File: src/rtl/muldiv_unit.sv
// Iterative 32-step multiply/divide sequencer that owns the HI/LO pair.
// Signed operations run on magnitudes; the sign fix-up happens in a single FIX cycle.
module muldiv_unit (
    input  logic        clk,
    input  logic        rst,
    input  logic        start,
    input  logic [1:0]  op,
    input  logic [31:0] a,
    input  logic [31:0] b,
    input  logic        mthi,
    input  logic        mtlo,
    input  logic [31:0] wd,
    input  logic        mf_req,
    output logic [31:0] hi,
    output logic [31:0] lo,
    output logic        busy,
    output logic        done,
    output logic        dz,
    output logic        stall
);

    typedef enum logic [1:0] {
        IDLE = 2'd0,
        CALC = 2'd1,
        FIX  = 2'd2
    } state_t;

    state_t      state_reg, state_next;
    logic [4:0]  cnt_reg, cnt_next;
    logic [63:0] acc_reg, acc_next;
    logic [31:0] opd_reg, opd_next;
    logic [31:0] a_raw_reg, a_raw_next;
    logic        is_div_reg, is_div_next;
    logic        sign_a_reg, sign_a_next;
    logic        sign_b_reg, sign_b_next;
    logic [31:0] hi_reg, hi_next;
    logic [31:0] lo_reg, lo_next;
    logic        done_reg, done_next;
    logic        dz_reg, dz_next;

    // Operand magnitudes: signed ops (op[0]==0) take two's-complement absolute values.
    logic        a_neg, b_neg;
    logic [31:0] mag_a, mag_b;

    assign a_neg = ~op[0] & a[31];
    assign b_neg = ~op[0] & b[31];
    assign mag_a = a_neg ? (~a + 32'd1) : a;
    assign mag_b = b_neg ? (~b + 32'd1) : b;

    // One shift-add multiply step: acc = {partial product, remaining multiplier bits}.
    logic [32:0] mul_sum;
    logic [63:0] mul_step;

    assign mul_sum  = {1'b0, acc_reg[63:32]} + {1'b0, opd_reg};
    assign mul_step = acc_reg[0] ? {mul_sum, acc_reg[31:1]} : {1'b0, acc_reg[63:1]};

    // One restoring divide step: acc = {remainder, dividend/quotient}.
    // The shifted remainder can reach 33 bits, so the trial subtract is 34 bits wide.
    logic [33:0] div_diff;
    logic [63:0] div_step;

    assign div_diff = {1'b0, acc_reg[63:31]} - {2'b00, opd_reg};
    assign div_step = div_diff[33] ? {acc_reg[62:0], 1'b0}
                                   : {div_diff[31:0], acc_reg[30:0], 1'b1};

    // Sign fix-up values used in FIX.
    logic        signs_differ;
    logic [63:0] prod_fix;
    logic [31:0] quo_fix;
    logic [31:0] rem_fix;

    assign signs_differ = sign_a_reg ^ sign_b_reg;
    assign prod_fix     = signs_differ ? (~acc_reg + 64'd1) : acc_reg;
    assign quo_fix      = signs_differ ? (~acc_reg[31:0] + 32'd1) : acc_reg[31:0];
    assign rem_fix      = sign_a_reg ? (~acc_reg[63:32] + 32'd1) : acc_reg[63:32];

    always_comb begin
        state_next  = state_reg;
        cnt_next    = cnt_reg;
        acc_next    = acc_reg;
        opd_next    = opd_reg;
        a_raw_next  = a_raw_reg;
        is_div_next = is_div_reg;
        sign_a_next = sign_a_reg;
        sign_b_next = sign_b_reg;
        hi_next     = hi_reg;
        lo_next     = lo_reg;
        done_next   = 1'b0;
        dz_next     = 1'b0;

        case (state_reg)
            IDLE: begin
                if (start) begin
                    is_div_next = op[1];
                    sign_a_next = a_neg;
                    sign_b_next = b_neg;
                    a_raw_next  = a;
                    cnt_next    = 5'd0;
                    if (op[1]) begin
                        acc_next = {32'd0, mag_a};
                        opd_next = mag_b;
                    end else begin
                        acc_next = {32'd0, mag_b};
                        opd_next = mag_a;
                    end
                    state_next = CALC;
                end else begin
                    if (mthi) hi_next = wd;
                    if (mtlo) lo_next = wd;
                end
            end

            CALC: begin
                acc_next = is_div_reg ? div_step : mul_step;
                cnt_next = cnt_reg + 5'd1;
                if (cnt_reg == 5'd31) begin
                    state_next = FIX;
                end
            end

            FIX: begin
                done_next  = 1'b1;
                state_next = IDLE;
                if (!is_div_reg) begin
                    hi_next = prod_fix[63:32];
                    lo_next = prod_fix[31:0];
                end else if (opd_reg == 32'd0) begin
                    // Divide by zero: report the raw dividend rather than the loop's residue.
                    hi_next = a_raw_reg;
                    lo_next = 32'hFFFF_FFFF;
                    dz_next = 1'b1;
                end else begin
                    hi_next = rem_fix;
                    lo_next = quo_fix;
                end
            end

            default: begin
                state_next = IDLE;
            end
        endcase
    end

    always_ff @(posedge clk or posedge rst) begin
        if (rst) begin
            state_reg  <= IDLE;
            cnt_reg    <= 5'd0;
            acc_reg    <= 64'd0;
            opd_reg    <= 32'd0;
            a_raw_reg  <= 32'd0;
            is_div_reg <= 1'b0;
            sign_a_reg <= 1'b0;
            sign_b_reg <= 1'b0;
            hi_reg     <= 32'd0;
            lo_reg     <= 32'd0;
            done_reg   <= 1'b0;
            dz_reg     <= 1'b0;
        end else begin
            state_reg  <= state_next;
            cnt_reg    <= cnt_next;
            acc_reg    <= acc_next;
            opd_reg    <= opd_next;
            a_raw_reg  <= a_raw_next;
            is_div_reg <= is_div_next;
            sign_a_reg <= sign_a_next;
            sign_b_reg <= sign_b_next;
            hi_reg     <= hi_next;
            lo_reg     <= lo_next;
            done_reg   <= done_next;
            dz_reg     <= dz_next;
        end
    end

    assign hi    = hi_reg;
    assign lo    = lo_reg;
    assign busy  = (state_reg != IDLE);
    assign done  = done_reg;
    assign dz    = dz_reg;
    assign stall = busy & (start | mthi | mtlo | mf_req);

endmodule

File: config.mk
export PLATFORM = sky130hd
export DESIGN_NAME = muldiv_unit
export DESIGN_NICKNAME = d
export VERILOG_FILES = /design/src/rtl/muldiv_unit.sv
export SDC_FILE = /design/constraint.sdc
export NUM_CORES = 1
export LEC_CHECK = 0
export ABC_CLOCK_PERIOD_IN_PS = 6400
export CAP_MARGIN = 10
export CORE_MARGIN = 2
export CORE_UTILIZATION = 40
export CTS_CLUSTER_DIAMETER = 120
export DETAILED_ROUTE_END_ITERATION = 12
export SLEW_MARGIN = 10
export SYNTH_ARGS = -nofsm -noshare
export SYNTH_HDL_FRONTEND = slang
export SYNTH_SLANG_ARGS = --single-unit
File: constraint.sdc
create_clock -name clk -period 6.4 [get_ports clk]
set_clock_uncertainty 0.05 [all_clocks]
set_input_delay 1.28 -clock clk [delete_from_list [all_inputs] [get_ports clk]]
set_output_delay 1.28 -clock clk [all_outputs]
set_load 0.01 [all_outputs]
# Yosys cells after proc, flatten, opt, wreduce, memory -nomap -nowiden
# Cells that the tools add are included.
# classes
reduce_logical	10
eq_ne	8
mux	31
addsub	8
bitwise_logic	13
# op_table
op	count
$mux 32	14
$mux 64	5
$add 32x1->32 const B	4
$not 32->32	4
$pmux 32 s2	2
$pmux 64 s2	1
$add 64x1->64 const B	1
$not 64->64	1
$sub 33x32->34	1
$add 32x32->33	1
$logic_not 32->1	1
$ne 2x2->1 const B	5
$pmux 5 s2	1
$reduce_and 2->1	3
$reduce_and 3->1	2
$reduce_bool 2->1	3
$add 5x1->5 const B	1
$eq 5x5->1 const B	1
$mux 5	1
$mux 1	4
$mux 2	2
$pmux 2 s2	1
$and 1x1->1	3
$or 1x1->1	3
other kinds (5)	5
# word_totals
output_inout_bits	68
word_cells	82
input_bits	104
ff_bits	204

# Logic depth before layout (Yosys ltp)
# Gate-level depths: netlist of the first run.
# depth
depth_word	6
mapped_depth	15
depth_no_buf	14

# Least setup slack after synthesis of the first run
# No wires, ideal clock.
# synth_path
kind	input to register
startpoint	input port a[2]
endpoint	register acc_reg[30]
n_path_buf	0
slack_ns	2.682
stages	10
arrival_ns	3.531
required_ns	6.213
path_cell_list	or3_1 -> nor3b_1 -> nand2_1 -> nor3_1 -> nand2_1 -> o31ai_1 -> xor2_1 -> a211oi_1 -> a211oi_1 -> a21oi_1
# synth_via
elab_chain_len	6
# synth_rtl
item	line	source
start: declaration	8	input logic [31:0] a,
$not 32->32	47	assign mag_a = a_neg ? (~a + 32'd1) : a;
$add 32x1->32	47	
$mux 32	47	
$mux 32	99	if (op[1]) begin
$mux 64	93	if (start) begin
$pmux 64 s2	91	case (state_reg)
end signal: assignment	161	acc_reg <= acc_next;
end: declaration	30	logic [63:0] acc_reg, acc_next;
# No other way between the ends. The select of a mux whose other input is x is not followed.
# A chain may end at the register's enable or synchronous reset.

# Worst setup path in the final report of the first run
# layout_path
startpoint	register acc_reg[32]
endpoint	register acc_reg[54]
# layout_via
elab_chain_len	4
# layout_rtl
item	line	source
$sub 33x32->34 or $add 32x32->33 (tied branches)	62, 54	
$mux 64, on equally long branches	63, 55	
$mux 64 *	114	acc_next = is_div_reg ? div_step : mul_step;
$pmux 64 s2 *	91	
# Mark *: on every way between the ends. The rest lies on a longest branch, timed or not.

==> metrics.md, run 1 <==
| Metric | Value |
|---|---|
| Detailed Routing Iterations Pass 1 | 5 |
| DRC errors left | 0 |
| Pwr/cell area | 615 nW/um^2 |
| R2r endpoint | acc_reg[54] |
| Die H | 210 um |
| Largest register FFs | 64 |
| Final min period | 4.44 ns |
| Area Overhead vs Synth | 17.7% |
| Fillers | 4105 |
| CTS Hold Buffers Added | 0 |
| Vias | 17523 |
| Setup Slack @ Placement | 1.65 ns |
| R2r setup slk | 1.96 ns |
| Worst-path fanout max | 23 |
| Clock root buffer | clkbuf_16 |
| Critical path class | reg -> reg |
| Hold Path Class | reg -> reg |
| CTS tree | done |
| Period utilization | 69.3% |
| Final hold violation count | 0 |
| CP Capture Type | register |
| Max frequency | 225 MHz |
| Final antenna-violating net count | 0 |
| First DRT Iteration DRCs | 1824 |
| Most frequent cells in the layout | 316 x nand2_1, 220 x o21ai_0, 203 x dfrtp_1 |
| Commonest non-fill, non-tap cell in the layout | nand2_1 |
| Synth top area share | 30.1% |
| Initial antenna violation count | 2 |
| Final HPWL DP | 51.4 mm |
| Reg2Reg Depth | 12 |
| Diodes inserted | 0 |
| Cell count after synthesis | 2230 |
| CTS Sinks | 204 |
| Tot GR Track Use | 30.5% |
| Relative slew slack | 17.0% |
| Core Region | 41900 um^2 |
| Max-cap viol count | 0 |
| Lkg Pwr | 8.15 nW |
| Asr flop ratio synth | 100% |
| Status | finished, final reports clean |
| First-pass GRT wire length | 102 mm |
| Total wire length | 68.3 mm |
| Sum of negative setup slack | 0 ns |
| Synth unique cells | 67 |
| Minimum setup slack in the final design | 1.96 ns |
| Placer Congestion | 0.993 |
| Hold depth | 2 |
| Ratio of cells with drive above 1 in the final layout | 4.78% |
| Starting Density | 40.5% |
| Htree depth | 1 |
| Vias in the first global route | 16483 |
| Worst skew pair latency | 0.56 ns |
| Largest net degree at the start of global routing | 145 |
| Setup repair bufs after CTS | 0 |
| Synthesized area | 17000 um^2 |
| Clock-pin slew on the worst setup and hold paths | 0.05 ns |
| Number of nets in the layout | 2481 |
| Bufs on Longest Clock Path | 3 |
| Slew Limit Fails | 0 |
| Register area share after synthesis | 30.1% |
| Post-synth EDFFs | 0 |
| Startpoint types | register |
| Unrepaired setup endpoints after global routing | false |
| CTS resizes | 0 |
| Top post-synthesis cells by area | dfrtp_1 30%, nand2_1 7.0%, o21ai_0 6.5% |
| Setup-failing EPs final | 0 |
| Cell area after layout | 20000 um^2 |
| Placed cell areas | 19100 um^2 |
| Routed vias/inst | 6.13 |
| Num ports | 172 |
| Synth warn | 0 |
| Avg Synthesized Cell Area | 7.62 um^2 |
| Ys flop type | dfrtp_1 |
| Die area | 44100 um^2 |
| Synth Net Count | 2406 |
| Die W | 210 um |
| Port-buffer cells | 171 |
| Wire per inst | 23.9 um |
| Worst Path Arrival | 4.84 ns |
| FF+latch count, synth | 204 |
| Num CTS Buffers | 26 |
| FF-to-FF Start | acc_reg[32] |
| VDD IR-drop max | 0.220 mV |
| FP Rows | 75 |
| Slew at the pin with the worst max-slew slack | 1.23 ns |
| Hold_sp | a_raw_reg[5] |
| Hold path endpoint | a_raw_reg[5] |
| Yosys top cell by area | dfrtp_1 |
| Overflow left after global routing | 0 |
| CP required | 6.81 ns |
[metal layers]
metal | up-vias | track usage, % | routed length, um | part of all wire, %
met5 | - | 0 | 0 | 0
met2 | 812 | 44.7 | 28700 | 42
met3 | 131 | 5.75 | 6250 | 9.1
met1 | 8415 | 43.8 | 30200 | 44
li1 | 8165 | - | - | -
met4 | 0 | 12.8 | 3170 | 4.6
[Yosys cell counts (all sizes together) (3+ instances only)]
master / n
mux2i: 42
o21bai: 8
xnor2: 105
or2: 5
nor4: 23
a211oi: 62
nand2: 317
nor2b: 24
nand4: 12
nor3: 46
a32o: 7
o211ai: 57
a311oi: 6
nand3: 45
nand2b: 16
or3: 31
o21ai: 225
o31a: 3
a22o: 4
a22oi: 7
ha: 70
o41ai: 11
mux2: 6
or4: 13
nor2: 188
o2111ai: 6
xor2: 82
a21oi: 193
and2: 9
clkbuf: 132
a211o: 5
buf: 28
nand3b: 3
and4: 3
inv: 59
a221oi: 4
o31ai: 26
o21a: 13
a21o: 29
o221ai: 7
o22ai: 39
clkinv: 3
and3: 6
dfrtp: 204
a31oi: 26
[stage by stage]
step / power, mW / cells / util (%) / hold WS (ns)
5_1_grt: 13.2 / 2860 / 47.6 / 0.456
2_1_floorplan: 8.02 / 2230 / - / 0.390
3_5_place_dp: 10.6 / 2816 / 45.5 / 0.414
3_3_place_gp: 10.4 / 2816 / 45.5 / 0.411
6_report: 12.3 / 2860 / 47.6 / 0.429
4_1_cts: 12.2 / 2860 / 47.6 / 0.430
[logic make-up (layout without fill, tap and decap cells)]
family | after synthesis | count (layout) | synth area share (%)
AOI/OAI and AO/OA | 751 | 751 | 27.3
and+or+nand+nor | 746 | 746 | 19.7
xor gates and xnor gates | 187 | 187 | 9.64
DFF | 204 | 204 | 30.1
buffers and inverters | 222 | 313 | 5.03
adders and majority gates | 72 | 72 | 5.39
muxes | 48 | 48 | 2.87
[worst max-delay path by stage]
stage	slack [ns]	from	endpoint
2_1_floorplan	2.43	rst	a_raw_reg[0]
3_3_place_gp	1.60	b[11]	acc_reg[29]
3_5_place_dp	1.65	b[3]	acc_reg[30]
4_1_cts	1.91	acc_reg[32]	acc_reg[54]
5_1_grt	1.54	acc_reg[32]	acc_reg[37]
6_report	1.96	acc_reg[32]	acc_reg[54]
[critical path, stage by stage, from the launching register on]
cell and delay (ns):
dfrtp_1 0.58, ha_1 0.30, nor2b_1 0.15, o31a_1 0.29, a311oi_1 0.67, o31ai_1 0.28
a31oi_1 0.45, o21a_1 0.75, buf_4 0.31, nand2_1 0.07, o211ai_1 0.12, o21ai_0 0.10
o21ai_0 0.20
[where the power goes]
group          internal (mW)  leakage (nW)  switching, mW  total (mW)
logic                   3.28          5.26           4.40        7.68
registers               1.94          2.44           1.08        3.01
clock network          0.979         0.451          0.616        1.59
[final cells by class]
type                            instances  area (um^2)  share of cell area (%)
Inverter                               62          236                    1.18
Multi-Input combinational cell       1804        11100                    55.4
Clock inverter                         10          154                   0.770
Timing Repair Buffer                  207         1990                    9.95
Clock buffer                           34          752                    3.76
Sequential cell                       204         5110                    25.6
Tap cell                              539          674                    3.37
No activity file was read; power rests on OpenSTA's default activity.
==> inputs of run 2 (changes only) <==
--- a/config.mk
+++ b/config.mk
@@ -5,7 +5,7 @@
 export SDC_FILE = /design/constraint.sdc
 export NUM_CORES = 1
 export LEC_CHECK = 0
-export ABC_CLOCK_PERIOD_IN_PS = 6400
+export ABC_CLOCK_PERIOD_IN_PS = 4170
 export CAP_MARGIN = 10
 export CORE_MARGIN = 2
 export CORE_UTILIZATION = 40
==> constraint.sdc (replaced) <==
create_clock -name clk -period 4.17 [get_ports clk]
set_clock_uncertainty 0.05 [all_clocks]
set_input_delay 0.834 -clock clk [delete_from_list [all_inputs] [get_ports clk]]
set_output_delay 0.834 -clock clk [all_outputs]
set_load 0.01 [all_outputs]
==> run 2 against run 1 <==
  * Count of clock-buffer cells in the layout did not move
  * Die area did not move
  * Sequential power rose by 44%
  * Via count rose by 1.7%
  * Worst setup slack got worse by 1.7 ns
==> metrics.md, run 2 (synthesis results as in run 1) <==
| Metric | Value |
|---|---|
| Slew at the pin with the worst max-slew slack | 0.934 ns |
| Clock-pin slew on the worst setup and hold paths | 0.06 ns |
| DRC errors left | 0 |
| Placer Congestion | 0.981 |
| Comb power frac | 64.9% |
| Most frequent cells in the layout | 316 x nand2_1, 220 x o21ai_0, 203 x dfrtp_1 |
| Final antenna-violating net count | 0 |
| Pwr/cell area | 936 nW/um^2 |
| First DRT Iteration DRCs | 1778 |
| Slew Limit Fails | 0 |
| Status | finished, final reports clean |
| Detailed Routing Iterations Pass 1 | 5 |
| Final hold violation count | 0 |
| Clock root buffer | clkbuf_16 |
| Setup repair bufs after CTS | 0 |
| Sw Pwr | 9.39 mW |
| Startpoint types | register |
| Sw Ratio | 48.9% |
| Core Region | 41900 um^2 |
| Vias | 17825 |
| CP Capture Type | register |
| Starting Density | 40.5% |
| CTS Sinks | 204 |
| Initial antenna violation count | 1 |
| Num CTS Buffers | 25 |
| Routed vias/inst | 6.08 |
| Max frequency | 253 MHz |
| Lkg Pwr | 8.49 nW |
| Die area | 44100 um^2 |
| Final non-filler cell total | 2931 |
| Bufs on Longest Clock Path | 3 |
| Total wire length | 68.7 mm |
| Int Pwr | 9.82 mW |
| Area Overhead vs Synth | 20.9% |
| Sequential power share | 22.6% |
| Hold Slack | 0.425 ns |
| Critical path class | reg -> reg |
| First-pass GRT wire length | 103 mm |
| Cells after DPL | 2888 |
| Port-buffer cells | 171 |
| CP required | 4.53 ns |
| Cell area after layout | 20500 um^2 |
| Relative slew slack | 37.6% |
| Overflow left after global routing | 0 |
| Worst skew pair latency | 0.55 ns |
| Wire per inst | 23.4 um |
| R2r setup slk | 0.22 ns |
| CTS Hold Buffers Added | 0 |
| Commonest non-fill, non-tap cell in the layout | nand2_1 |
| Crit path launch | acc_reg[32] |
| Tot GR Track Use | 30.6% |
| R2r endpoint | hi[30] |
| Final HPWL DP | 53.2 mm |
| Hold_sp | lo[1] |
| Die W | 210 um |
| Sum of negative setup slack | 0 ns |
| Diodes inserted | 0 |
| Num ports | 172 |
| Largest net degree at the start of global routing | 78 |
| Htree depth | 1 |
| Number of nets in the layout | 2552 |
| Die H | 210 um |
| Worst Path Arrival | 4.32 ns |
| Hold Path Class | reg -> reg |
| Placed cell areas | 19600 um^2 |
| CTS resizes | 0 |
| Ratio of cells with drive above 1 in the final layout | 7.53% |
| Largest register FFs | 64 |
| Reg2Reg Depth | 12 |
| Vias in the first global route | 16726 |
| FP Rows | 75 |
| CTS tree | done |
| VDD IR-drop max | 0.328 mV |
| Worst-path fanout max | 9 |
| Unrepaired setup endpoints after global routing | false |
| Fillers | 4133 |
| FF-to-FF Start | acc_reg[32] |
| Max-cap viol count | 0 |
| Setup-failing EPs final | 0 |
| Final min period | 3.95 ns |
| Period utilization | 94.8% |
| Critical Path Sink | hi[30] |
| Clk network pwr share | 12.5% |
run 2: through the flow:
| stage | setup WS (ns) | power [mW] | util [%] |
|---|---|---|---|
| 6_report | 0.216 | 19.2 | 48.9 |
| 4_1_cts | 0.279 | 19.1 | 48.9 |
| 5_1_grt | 0.0157 | 20.6 | 48.9 |
| 3_3_place_gp | 0.107 | 16.4 | 46.8 |
| 3_5_place_dp | 0.123 | 16.6 | 46.8 |
| 2_1_floorplan | 0.642 | 12.3 | - |
run 2: power by group through the flow:
| stage | Sequential [mW] | Clock [mW] | Combinational, mW |
|---|---|---|---|
| 2_1_floorplan | 3.80 | 0 | 8.52 |
| 3_3_place_gp | 4.29 | 0 | 12.1 |
| 3_5_place_dp | 4.32 | 0 | 12.3 |
| 4_1_cts | 4.30 | 2.42 | 12.3 |
| 5_1_grt | 4.44 | 2.49 | 13.7 |
| 6_report | 4.34 | 2.41 | 12.5 |
run 2: cell type report:
cell class / instances / area (um^2) / area share, %
Inverter: 62 / 236 / 1.15
Sequential cell: 204 / 5110 / 24.9
Clock inverter: 9 / 175 / 0.853
Multi-Input combinational cell: 1804 / 11100 / 53.9
Timing Repair Buffer: 279 / 2550 / 12.4
Tap cell: 539 / 674 / 3.28
Clock buffer: 34 / 709 / 3.46
run 2: worst min-delay path by stage:
stage / slack (ns) / depth (start not counted) / to
floorplan: 0.39 / 2 / a_raw_reg[2]
global placement: 0.41 / 2 / lo[6]
detailed placement: 0.42 / 2 / a_raw_reg[7]
CTS: 0.43 / 2 / a_raw_reg[26]
global route: 0.45 / 2 / lo[1]
finish: 0.43 / 2 / lo[1]
run 2: layer usage:
layer | vias to the layer above | part of all wire (%) | global-route usage (%)
met2 | 862 | 43 | 46.2
met5 | - | 0 | 0
met3 | 133 | 9.4 | 6.17
met4 | 0 | 4.2 | 11.4
met1 | 8516 | 44 | 43.2
li1 | 8314 | - | -
run 2: critical path: stages, from the launching register on:
cell and delay [ns]:
dfrtp_1 0.53, inv_1 0.21, ha_1 0.22, or3b_1 0.42, nand2b_1 0.20, or3_1 0.41, or3_1 0.43, or3_1 0.46
nor2b_1 0.21, o21ai_0 0.11, a211o_1 0.32, o2111ai_1 0.13, nand3_1 0.11
